**src/rtl/run_length_meter.sv**
```systemverilog
// run_length_meter: measures space or mark run length after a rising edge
// on b, reporting a saturating count with an overflow flag on a vld strobe.
module run_length_meter #(
    parameter int CNT_W   = 3,
    parameter int MIN_LEN = 1
) (
    input  logic             clk,
    input  logic             rst,
    input  logic             b,
    input  logic             mode,
    output logic [CNT_W-1:0] len,
    output logic             vld,
    output logic             sat,
    output logic             busy,
    output logic [1:0]       st
);

    typedef enum logic [1:0] {
        IDLE  = 2'b00,
        MARK  = 2'b01,
        SPACE = 2'b10
    } st_e;

    localparam logic [CNT_W-1:0] MAX_C = '1;
    localparam logic [CNT_W-1:0] MIN_C = CNT_W'(MIN_LEN);
    localparam logic [CNT_W-1:0] ONE_C = CNT_W'(1);

    st_e              st_q, st_d;
    logic [CNT_W-1:0] cnt_q, cnt_d;
    logic             ovf_q, ovf_d;
    logic             mode_q, mode_d;
    logic [CNT_W-1:0] len_q, len_d;
    logic             vld_q, vld_d;
    logic             sat_q, sat_d;

    logic [CNT_W-1:0] cnt_inc;
    logic             ovf_inc;
    logic             run_end;
    logic             long_enough;

    // Saturating increment of the run counter and sticky overflow.
    always_comb begin
        cnt_inc     = (cnt_q == MAX_C) ? MAX_C : cnt_q + ONE_C;
        ovf_inc     = ovf_q | (cnt_q == MAX_C);
        long_enough = (cnt_q >= MIN_C);
    end

    // Next-state, counter and report decode; a mode change overrides all.
    always_comb begin
        st_d    = st_q;
        cnt_d   = cnt_q;
        ovf_d   = ovf_q;
        mode_d  = mode;
        run_end = 1'b0;
        if (mode != mode_q) begin
            st_d  = IDLE;
            cnt_d = '0;
            ovf_d = 1'b0;
        end else if (!mode_q) begin
            unique case (st_q)
                IDLE: begin
                    if (b) begin
                        st_d = MARK;
                    end
                end
                MARK: begin
                    if (!b) begin
                        st_d  = SPACE;
                        cnt_d = ONE_C;
                        ovf_d = 1'b0;
                    end
                end
                SPACE: begin
                    if (b) begin
                        run_end = 1'b1;
                        st_d    = MARK;
                        cnt_d   = '0;
                        ovf_d   = 1'b0;
                    end else begin
                        cnt_d = cnt_inc;
                        ovf_d = ovf_inc;
                    end
                end
                default: begin
                    st_d  = IDLE;
                    cnt_d = '0;
                    ovf_d = 1'b0;
                end
            endcase
        end else begin
            unique case (st_q)
                IDLE, SPACE: begin
                    if (b) begin
                        st_d  = MARK;
                        cnt_d = ONE_C;
                        ovf_d = 1'b0;
                    end
                end
                MARK: begin
                    if (!b) begin
                        run_end = 1'b1;
                        st_d    = SPACE;
                        cnt_d   = '0;
                        ovf_d   = 1'b0;
                    end else begin
                        cnt_d = cnt_inc;
                        ovf_d = ovf_inc;
                    end
                end
                default: begin
                    st_d  = IDLE;
                    cnt_d = '0;
                    ovf_d = 1'b0;
                end
            endcase
        end
    end

    // Report outputs are zero unless a qualifying run just ended.
    always_comb begin
        vld_d = run_end & long_enough;
        len_d = vld_d ? cnt_q : '0;
        sat_d = vld_d & ovf_q;
    end

    // State and output registers; reset wins over everything.
    always_ff @(posedge clk) begin
        if (rst) begin
            st_q   <= IDLE;
            cnt_q  <= '0;
            ovf_q  <= 1'b0;
            mode_q <= mode;
            len_q  <= '0;
            vld_q  <= 1'b0;
            sat_q  <= 1'b0;
        end else begin
            st_q   <= st_d;
            cnt_q  <= cnt_d;
            ovf_q  <= ovf_d;
            mode_q <= mode_d;
            len_q  <= len_d;
            vld_q  <= vld_d;
            sat_q  <= sat_d;
        end
    end

    // busy is a combinational decode of the state register.
    always_comb begin
        len  = len_q;
        vld  = vld_q;
        sat  = sat_q;
        st   = st_q;
        busy = (st_q != IDLE);
    end

endmodule

```
**config.mk**
```make
export PLATFORM = sky130hd
export DESIGN_NAME = run_length_meter
export DESIGN_NICKNAME = d
export VERILOG_FILES = /design/src/rtl/run_length_meter.sv
export SDC_FILE = /design/constraint.sdc
export NUM_CORES = 1
export LEC_CHECK = 0
export ABC_CLOCK_PERIOD_IN_PS = 3500
export CORE_AREA = 3 3 40 42
export CTS_CLUSTER_SIZE = 30
export DETAILED_ROUTE_END_ITERATION = 10
export DIE_AREA = 0 0 43 45
export PLACE_DENSITY = 0.72
export SYNTH_ARGS = -nofsm -noshare
export SYNTH_HDL_FRONTEND = slang
export SYNTH_SLANG_ARGS = --single-unit
```
**constraint.sdc**
```tcl
create_clock -name clk -period 3.5 [get_ports clk]
set_input_delay 0.7 -clock clk [delete_from_list [all_inputs] [get_ports clk]]
set_output_delay 0.7 -clock clk [all_outputs]
set_load 0.03 [all_outputs]
```
==> impl_metrics.py, run 1 <==
metrics = {
    "routing": {
        "remaining_drc_errors": 0,
        "drt-total-wl_mm": 1.10,
        "drt_iter0_drc": 8,
        "vias_per_cell": 5.29,
        "dr.pass1.iters": 4,
        "drtAntennaViolNets": 0,
        "wl_per_cell_um": 11.2,
        "route.vias.total": 518,
    },
    "synthesis": {
        "synth_nets": 81,
        "synth_area_sq_um": 647,
        "synth-warning-count": 0,
        "synth-seq-cells": 12,
        "synth_flop_cell": "dfxtp_1",
        "syn_area_per_cell_sq_um": 9.11,
        "synth_edf_count": 0,
        "synth_cell_types": 29,
        "async_flop_share": 0,
        "synth_area_leaders": "dfxtp_1, ha_1, a21oi_1",
        "synth_cells": 71,
        "synth_top_cell_area_share": 0.371,
        "synth-seq-area-share": 0.371,
        "synth_largest_area_cell": "dfxtp_1",
    },
    "clock_network": {
        "cts-buffers-inserted": 3,
        "clock-sinks": 12,
        "clkLatencyLatePin_ns": 0.27,
        "root_buffer": "clkbuf_4",
        "clkTransAtPathRegs_ns": 0.08,
        "cts_setup_buffers": 0,
        "cts_tree": "built",
        "cts_hold_buf": 0,
        "post_cts_resized": 0,
        "cts.htree.levels": 1,
        "clockBufferDepth": 2,
    },
    "final_layout": {
        "area_growth_pct": 20.9,
        "fin_util": 0.609,
        "fillers": 113,
        "nNetsFinal": 94,
        "final_common_cell": "dfxtp_1",
        "layout_common_cells": "dfxtp_1, clkdlybuf4s50_1, a21oi_1, nor2_1, ha_1",
        "n_antenna_cell": 0,
        "finalNonFillerCells": 98,
        "drive_gt1_frac": 0.108,
        "multiInputGateArea_sq_um": 358,
        "regArea_sq_um": 240,
    },
    "worst_setup_path": {
        "crit_top_cell": "inv_1",
        "crit_path_max_incr_delay_ns": 0.65,
        "crit_buf_inv": 3,
        "critPathRequiredTime_ns": 2.80,
        "worst_path_max_delay_cell": "clkdlybuf4s50_1",
        "r2r_setup_slack_ns": 1.90,
        "startpoint_type": "flop",
        "cp_top_family": "buffers and inverters",
        "critical_path.max_fanout": 6,
        "path_class": "reg2out",
        "worstPathCellList": "inv_1 > ha_1 > inv_1 > clkdlybuf4s50_1",
        "end_kind": "output pin",
        "crit_arrival_ns": 1.78,
    },
    "die": {
        "initial_core_util": 0.503,
        "coreArea_sq_mm": 0.00128,
        "die_w_um": 43,
        "boundaryPins": 12,
        "placementRows": 13,
        "dieArea_sq_mm": 0.00194,
        "die-height_um": 45,
    },
    "global_route": {
        "grt_pass1_vias": 455,
        "grt-ovfl-total": 0,
        "grtUsageTotal": 0.128,
        "antenna_found_initial": 0,
        "grt_max_degree": 13,
        "grt_first_pass_wirelength_mm": 1.89,
    },
    "placement": {
        "gp_congestion": 0.838,
        "hpwl_um": 816,
        "post-place-cells": 94,
        "port_buffers": 11,
        "pre_cts_ws_ns": 1.28,
    },
    "sta": {
        "period_needed_ns": 2.48,
        "fin_crit_sh": 0.707,
        "skew_ns": 0.00713,
        "worst_slack_ns": 1.02,
        "hold_viol": 0,
        "timing.fmax_mhz": 404,
        "finalMaxSlewViolations": 0,
        "tns_ns": 0,
        "worst_slew_pin_slew_ns": 0.406,
        "setup_viol": 0,
        "grt_setup_unrepaired": "no",
        "slew_headroom": 0.728,
    },
    "power_and_ir_drop": {
        "peakVddDrop_v": 0.000171,
        "p_per_area_mw_per_mm2": 370,
        "p_leak_nw": 0.302,
    },
    "outcome": {
        "outcome": "finished, final reports clean",
    },
    "flow_run": {
        "max_cap_viol_count": 0,
    },
    "min_path": {
        "hp-class": "reg2reg",
    },
}
-- synthesized netlist by cell type (2+ instances only) --
| cell type | number |
|---|---|
| a21oi_1 | 6 |
| dfxtp_1 | 12 |
| inv_1 | 5 |
| ha_1 | 6 |
| a31oi_1 | 2 |
| nor2_1 | 6 |
| buf_6 | 2 |
| nand3_1 | 3 |
| o21ai_0 | 2 |
| and2_1 | 4 |
| nand2_1 | 5 |
-- logic make-up after synthesis --
family | synth area share
simple gates | 0.253
compound gates | 0.170
flops | 0.371
buf+inv | 0.0754
fa+ha+maj | 0.116
xor+xnor | 0.0135
-- power breakdown --
part           leakage [nW]  internal [mW]  switching [mW]
registers            0.0972          0.138         0.00404
logic                 0.184         0.0150          0.0204
clock network        0.0210         0.0632          0.0484
total                 0.302          0.217          0.0729
-- path summary, 6_finish.rpt --
kind,start,to,cells after the start
worst min register to register,ovf_q,sat,1
worst min-delay path,ovf_q,sat,1
worst max-delay path,st[0],busy,4
worst max register to register,st[0],cnt_q[0],5
-- routing by layer --
| layer | up-vias | global-route usage | routed length (um) |
|---|---|---|---|
| li1 | 275 | - | - |
| met1 | 227 | 0.174 | 537 |
| met2 | 14 | 0.192 | 491 |
| met3 | 2 | 0.0239 | 59 |
| met4 | 0 | 0.0723 | 11 |
| met5 | - | 0 | 0 |
-- metrics by stage --
| step | hold WS (ns) | area, sq um | power [mW] |
|---|---|---|---|
| floorplan | 0.453 | 647 | 0.172 |
| global placement | 0.476 | 746 | 0.180 |
| detailed placement | 0.472 | 746 | 0.181 |
| CTS | 0.477 | 782 | 0.292 |
| global route | 0.515 | 782 | 0.300 |
| finish | 0.473 | 782 | 0.290 |
-- sequential cells by signal, summed over array words and instances, names as in the netlist --
name,flops
cnt_q,3
len,3
mode_q,1
ovf_q,1
sat,1
st,2
vld,1
-- cell type report --
class,instances,share of cell area
sequential,12,0.307
clock buffer,4,0.0464
multi-input combinational,51,0.458
tap,15,0.0240
inverter,5,0.0240
timing repair buffer,11,0.141
Note: power is estimated with default switching activity, not from simulation.
==> inputs of run 2 (changes only) <==
==> config.mk (replaced) <==
export PLATFORM = sky130hd
export DESIGN_NAME = run_length_meter
export DESIGN_NICKNAME = d
export VERILOG_FILES = /design/src/rtl/run_length_meter.sv
export SDC_FILE = /design/constraint.sdc
export NUM_CORES = 1
export LEC_CHECK = 0
export ABC_CLOCK_PERIOD_IN_PS = 2400
export CORE_MARGIN = 3
export CORE_UTILIZATION = 49
export CTS_CLUSTER_SIZE = 30
export DETAILED_ROUTE_END_ITERATION = 10
export PLACE_DENSITY = 0.73
export SYNTH_ARGS = -nofsm -noshare
export SYNTH_HDL_FRONTEND = slang
export SYNTH_SLANG_ARGS = --single-unit
==> constraint.sdc (replaced) <==
create_clock -name clk -period 2.4 [get_ports clk]
set_input_delay 0.48 -clock clk [delete_from_list [all_inputs] [get_ports clk]]
set_output_delay 0.48 -clock clk [all_outputs]
set_load 0.03 [all_outputs]
==> run 2 against run 1 <==
  * Clock skew decreased by 0.0044 ns
  * Total power increased by 44%
  * Register-to-register slack got worse by 1.1 ns
  * Combinational power increased by 44%
  * Via count decreased by 2.3%
  * Hold slack improved by 0.017 ns
  * Highest routed layer unchanged
==> impl_metrics.py, run 2 (synthesized netlist as in run 1, its figures left out) <==
metrics = {
    "outcome": {
        "outcome": "finished, final reports clean",
    },
    "power_and_ir_drop": {
        "switching_share": 0.243,
        "p_leak_nw": 0.302,
        "internal_power_mw": 0.316,
        "power_frac_comb": 0.122,
        "finalPower_mw": 0.417,
        "power_frac_clock": 0.379,
        "p_per_area_mw_per_mm2": 535,
        "peakVddDrop_v": 0.000494,
        "power_frac_seq": 0.499,
        "power.switching_mw": 0.101,
    },
    "sta": {
        "slew_headroom": 0.742,
        "skew_ns": 0.00273,
        "hold_viol": 0,
        "setup_viol": 0,
        "grt_setup_unrepaired": "no",
        "tns_ns": 0,
        "timing.fmax_mhz": 443,
        "finalMaxSlewViolations": 0,
        "holdWs_ns": 0.490,
        "worst_slew_pin_slew_ns": 0.386,
        "period_needed_ns": 2.26,
        "fin_crit_sh": 0.941,
    },
    "clock_network": {
        "cts.htree.levels": 1,
        "cts_setup_buffers": 0,
        "cts-buffers-inserted": 3,
        "clock-sinks": 12,
        "post_cts_resized": 0,
        "cts_tree": "built",
        "clockBufferDepth": 2,
        "root_buffer": "clkbuf_4",
        "clkLatencyLatePin_ns": 0.27,
        "cts_hold_buf": 0,
        "clkTransAtPathRegs_ns": 0.07,
    },
    "min_path": {
        "hp-class": "reg2reg",
        "worstHoldPathCells": 1,
    },
    "final_layout": {
        "fillers": 99,
        "drive_gt1_frac": 0.108,
        "area_growth_pct": 20.7,
        "nNetsFinal": 94,
        "final_common_cell": "dfxtp_1",
        "multiInputGateArea_sq_um": 358,
        "finalNonFillerCells": 97,
        "regArea_sq_um": 240,
        "n_antenna_cell": 0,
        "fin_util": 0.667,
        "layout_common_cells": "dfxtp_1, clkdlybuf4s50_1, a21oi_1, nor2_1, ha_1",
    },
    "routing": {
        "wl_per_cell_um": 11.4,
        "route.vias.total": 506,
        "vias_per_cell": 5.22,
        "dr.pass1.iters": 4,
        "drtAntennaViolNets": 0,
        "drt_iter0_drc": 3,
        "remaining_drc_errors": 0,
        "drt-total-wl_mm": 1.10,
    },
    "worst_setup_path": {
        "crit_arrival_ns": 1.78,
        "path_class": "reg2out",
        "reg2reg_depth": 6,
        "startpoint_type": "flop",
        "end_kind": "output pin",
        "critical_path.max_fanout": 6,
        "critPathRequiredTime_ns": 1.92,
    },
    "die": {
        "dieArea_sq_mm": 0.00179,
        "boundaryPins": 12,
        "die-height_um": 42.3,
        "die_w_um": 42.3,
        "placementRows": 12,
        "coreArea_sq_mm": 0.00117,
        "initial_core_util": 0.552,
    },
    "global_route": {
        "grtUsageTotal": 0.130,
        "grt_pass1_vias": 444,
        "grt_max_degree": 13,
        "grt_first_pass_wirelength_mm": 1.78,
        "grt-ovfl-total": 0,
        "antenna_found_initial": 0,
    },
    "placement": {
        "hpwl_um": 831,
        "port_buffers": 11,
        "gp_congestion": 0.882,
        "post-place-cells": 93,
    },
    "flow_run": {
        "max_cap_viol_count": 0,
    },
}
-- run 2: worst paths after layout --
check / startpoint / end / slack (ns)
min reg2reg: ovf_q / sat / 0.49
max: st[0] / busy / 0.14
max reg2reg: st[1] / ovf_q / 0.82
min: ovf_q / sat / 0.49
-- run 2: routing by layer --
metal	GRT usage	routed length (um)	vias up
li1	-	-	271
met2	0.176	482	15
met4	0.0373	8	0
met3	0.0944	104	2
met5	0	0	-
met1	0.162	506	218
-- run 2: critical path, cell delays in order (launching register included) --
cell and delay, ns:
dfxtp_1 0.46, inv_1 0.10, ha_1 0.24, inv_1 0.06
clkdlybuf4s50_1 0.65
-- run 2: through the flow --
stage,cell area [sq um],worst slack [ns]
4_1_cts,781,0.139
3_3_place_gp,744,0.442
6_report,781,0.142
2_1_floorplan,647,0.695
5_1_grt,781,0.0359
3_5_place_dp,744,0.387
-- run 2: layout make-up --
type	instances	area share
multi-input cells	51	0.458
inverters	5	0.0240
well taps	14	0.0224
repair buffers	11	0.141
clock buffers	4	0.0465
flip-flops and latches	12	0.308
-- run 2: power groups by stage --
| stage | sequential [mW] | clock [mW] | combinational [mW] |
|---|---|---|---|
| 2_1_floorplan | 0.212 | 0 | 0.0390 |
| 3_5_place_dp | 0.213 | 0 | 0.0510 |
| 6_report | 0.208 | 0.158 | 0.0509 |
| 5_1_grt | 0.209 | 0.176 | 0.0566 |
| 4_1_cts | 0.208 | 0.164 | 0.0511 |
| 3_3_place_gp | 0.213 | 0 | 0.0506 |
==> inputs of run 3 (changes only) <==
--- a/config.mk
+++ b/config.mk
@@ -5,7 +5,7 @@
 export SDC_FILE = /design/constraint.sdc
 export NUM_CORES = 1
 export LEC_CHECK = 0
-export ABC_CLOCK_PERIOD_IN_PS = 2400
+export ABC_CLOCK_PERIOD_IN_PS = 2200
 export CORE_MARGIN = 3
 export CORE_UTILIZATION = 49
 export CTS_CLUSTER_SIZE = 30
==> constraint.sdc (replaced) <==
create_clock -name clk -period 2.2 [get_ports clk]
set_input_delay 0.44 -clock clk [delete_from_list [all_inputs] [get_ports clk]]
set_output_delay 0.44 -clock clk [all_outputs]
set_load 0.03 [all_outputs]
==> run 3 against run 2 <==
  * Non-clock buffer count stayed put
  * Die area is the same
  * Sequential cell count stayed put
  * First-iteration DRC count stayed put
  * Total power is 8.9% higher
  * Clock power grew 9%
  * Critical path depth is the same
  * Global-route usage is the same
==> impl_metrics.py, run 3 (synthesized netlist as in run 1, its figures left out) <==
metrics = {
    "placement": {
        "dpl_cell_area_sq_um": 744,
        "port_buffers": 11,
        "post-place-cells": 93,
        "hpwl_um": 831,
        "gp_congestion": 0.882,
        "pre_cts_ws_ns": 0.227,
    },
    "worst_setup_path": {
        "reg2reg_from": "st[1]",
        "crit_arrival_ns": 1.50,
        "end_kind": "output pin",
        "critPathLaunch": "st[0]",
        "cp_top_family": "buffers and inverters",
        "worst_path_max_delay_cell": "dfxtp_1",
        "critical_path.max_fanout": 6,
        "startpoint_type": "flop",
        "path_class": "reg2out",
        "r2r_setup_slack_ns": 0.62,
        "crit_buf_inv": 3,
        "reg2reg_depth": 6,
        "worstPathCellList": "inv_1 > ha_1 > inv_1 > dlygate4sd2_1",
        "path_depth": 4,
        "critPathRequiredTime_ns": 1.76,
        "regToRegEndpoint": "ovf_q",
        "crit_end": "busy",
        "crit_path_max_incr_delay_ns": 0.46,
        "crit_top_cell": "inv_1",
    },
    "outcome": {
        "outcome": "finished, final reports clean",
    },
    "sta": {
        "tns_ns": 0,
        "fin_crit_sh": 0.884,
        "setup_viol": 0,
        "timing.fmax_mhz": 514,
        "worst_slew_pin_slew_ns": 0.386,
        "slew_headroom": 0.742,
        "period_needed_ns": 1.94,
        "worst_slack_ns": 0.256,
        "skew_ns": 0.00273,
        "hold_viol": 0,
        "finalMaxSlewViolations": 0,
        "grt_setup_unrepaired": "no",
    },
    "global_route": {
        "grt_first_pass_wirelength_mm": 1.78,
        "antenna_found_initial": 0,
        "grt-ovfl-total": 0,
        "grt_pass1_vias": 444,
        "grt_max_degree": 13,
        "grtUsageTotal": 0.130,
    },
    "routing": {
        "drt_iter0_drc": 3,
        "route.vias.total": 506,
        "vias_per_cell": 5.22,
        "drt-total-wl_mm": 1.10,
        "remaining_drc_errors": 0,
        "wl_per_cell_um": 11.4,
        "dr.pass1.iters": 4,
        "drtAntennaViolNets": 0,
    },
    "final_layout": {
        "multiInputGateArea_sq_um": 358,
        "layout_common_cells": "dfxtp_1, clkdlybuf4s50_1, a21oi_1, nor2_1, ha_1",
        "regArea_sq_um": 240,
        "final_common_cell": "dfxtp_1",
        "drive_gt1_frac": 0.108,
        "area_growth_pct": 20.5,
        "fin_area_sq_um": 779,
        "finalNonFillerCells": 97,
        "n_antenna_cell": 0,
        "nNetsFinal": 94,
        "fillers": 98,
    },
    "clock_network": {
        "clkTransAtPathRegs_ns": 0.07,
        "cts-buffers-inserted": 3,
        "clock-sinks": 12,
        "clkLatencyLatePin_ns": 0.27,
        "cts.htree.levels": 1,
        "root_buffer": "clkbuf_4",
        "clockBufferDepth": 2,
        "cts_tree": "built",
    },
    "die": {
        "die_w_um": 42.3,
        "initial_core_util": 0.552,
        "dieArea_sq_mm": 0.00179,
        "die-height_um": 42.3,
        "placementRows": 12,
        "boundaryPins": 12,
        "coreArea_sq_mm": 0.00117,
    },
    "power_and_ir_drop": {
        "p_per_area_mw_per_mm2": 583,
        "p_leak_nw": 0.306,
        "peakVddDrop_v": 0.000539,
        "finalPower_mw": 0.454,
    },
    "min_path": {
        "worstHoldPathCells": 1,
        "hp-class": "reg2reg",
    },
    "flow_run": {
        "max_cap_viol_count": 0,
    },
}
run 3: cell count changes in the layout (fill, tap and decap cells not counted):
cell             before  now
dlygate4sd2_1         0    1
clkdlybuf4s50_1      11   10
run 3: how the worst min path moves through the flow:
stage / from / slack (ns) / endpoint
detailed placement: ovf_q / 0.48 / sat
finish: ovf_q / 0.49 / sat
global route: ovf_q / 0.51 / sat
global placement: ovf_q / 0.48 / sat
floorplan: ovf_q / 0.45 / sat
CTS: ovf_q / 0.49 / sat
run 3: stage by stage:
step,util,hold slack (ns)
3_5_place_dp,0.636,0.478
3_3_place_gp,0.636,0.475
6_report,0.666,0.490
2_1_floorplan,-,0.453
4_1_cts,0.666,0.489
5_1_grt,0.666,0.509
run 3: layout make-up:
cell class / instances / area share
inverter: 5 / 0.0241
multi-input combinational: 51 / 0.459
tap: 14 / 0.0225
clock buffer: 4 / 0.0465
timing repair buffer: 11 / 0.140
sequential: 12 / 0.308
run 3: repair_timing:
item	4_1_cts	5_1_grt
hold buffers	0	0
setup endpoints to repair	1	0
buffers inserted	0	0
resized for setup	1	0
run 3: layer usage:
layer	global-route usage	vias up	share of wire
met5	0	-	0
met4	0.0373	0	0.0073
met3	0.0944	2	0.094
met2	0.176	15	0.44
met1	0.162	218	0.46
li1	-	271	-
run 3: where the power goes:
part           switching (mW)  internal (mW)  total [mW]
Clock                  0.0721          0.101       0.173
Combinational          0.0318         0.0229      0.0547
Sequential            0.00670          0.220       0.227
Total                   0.111          0.344       0.454
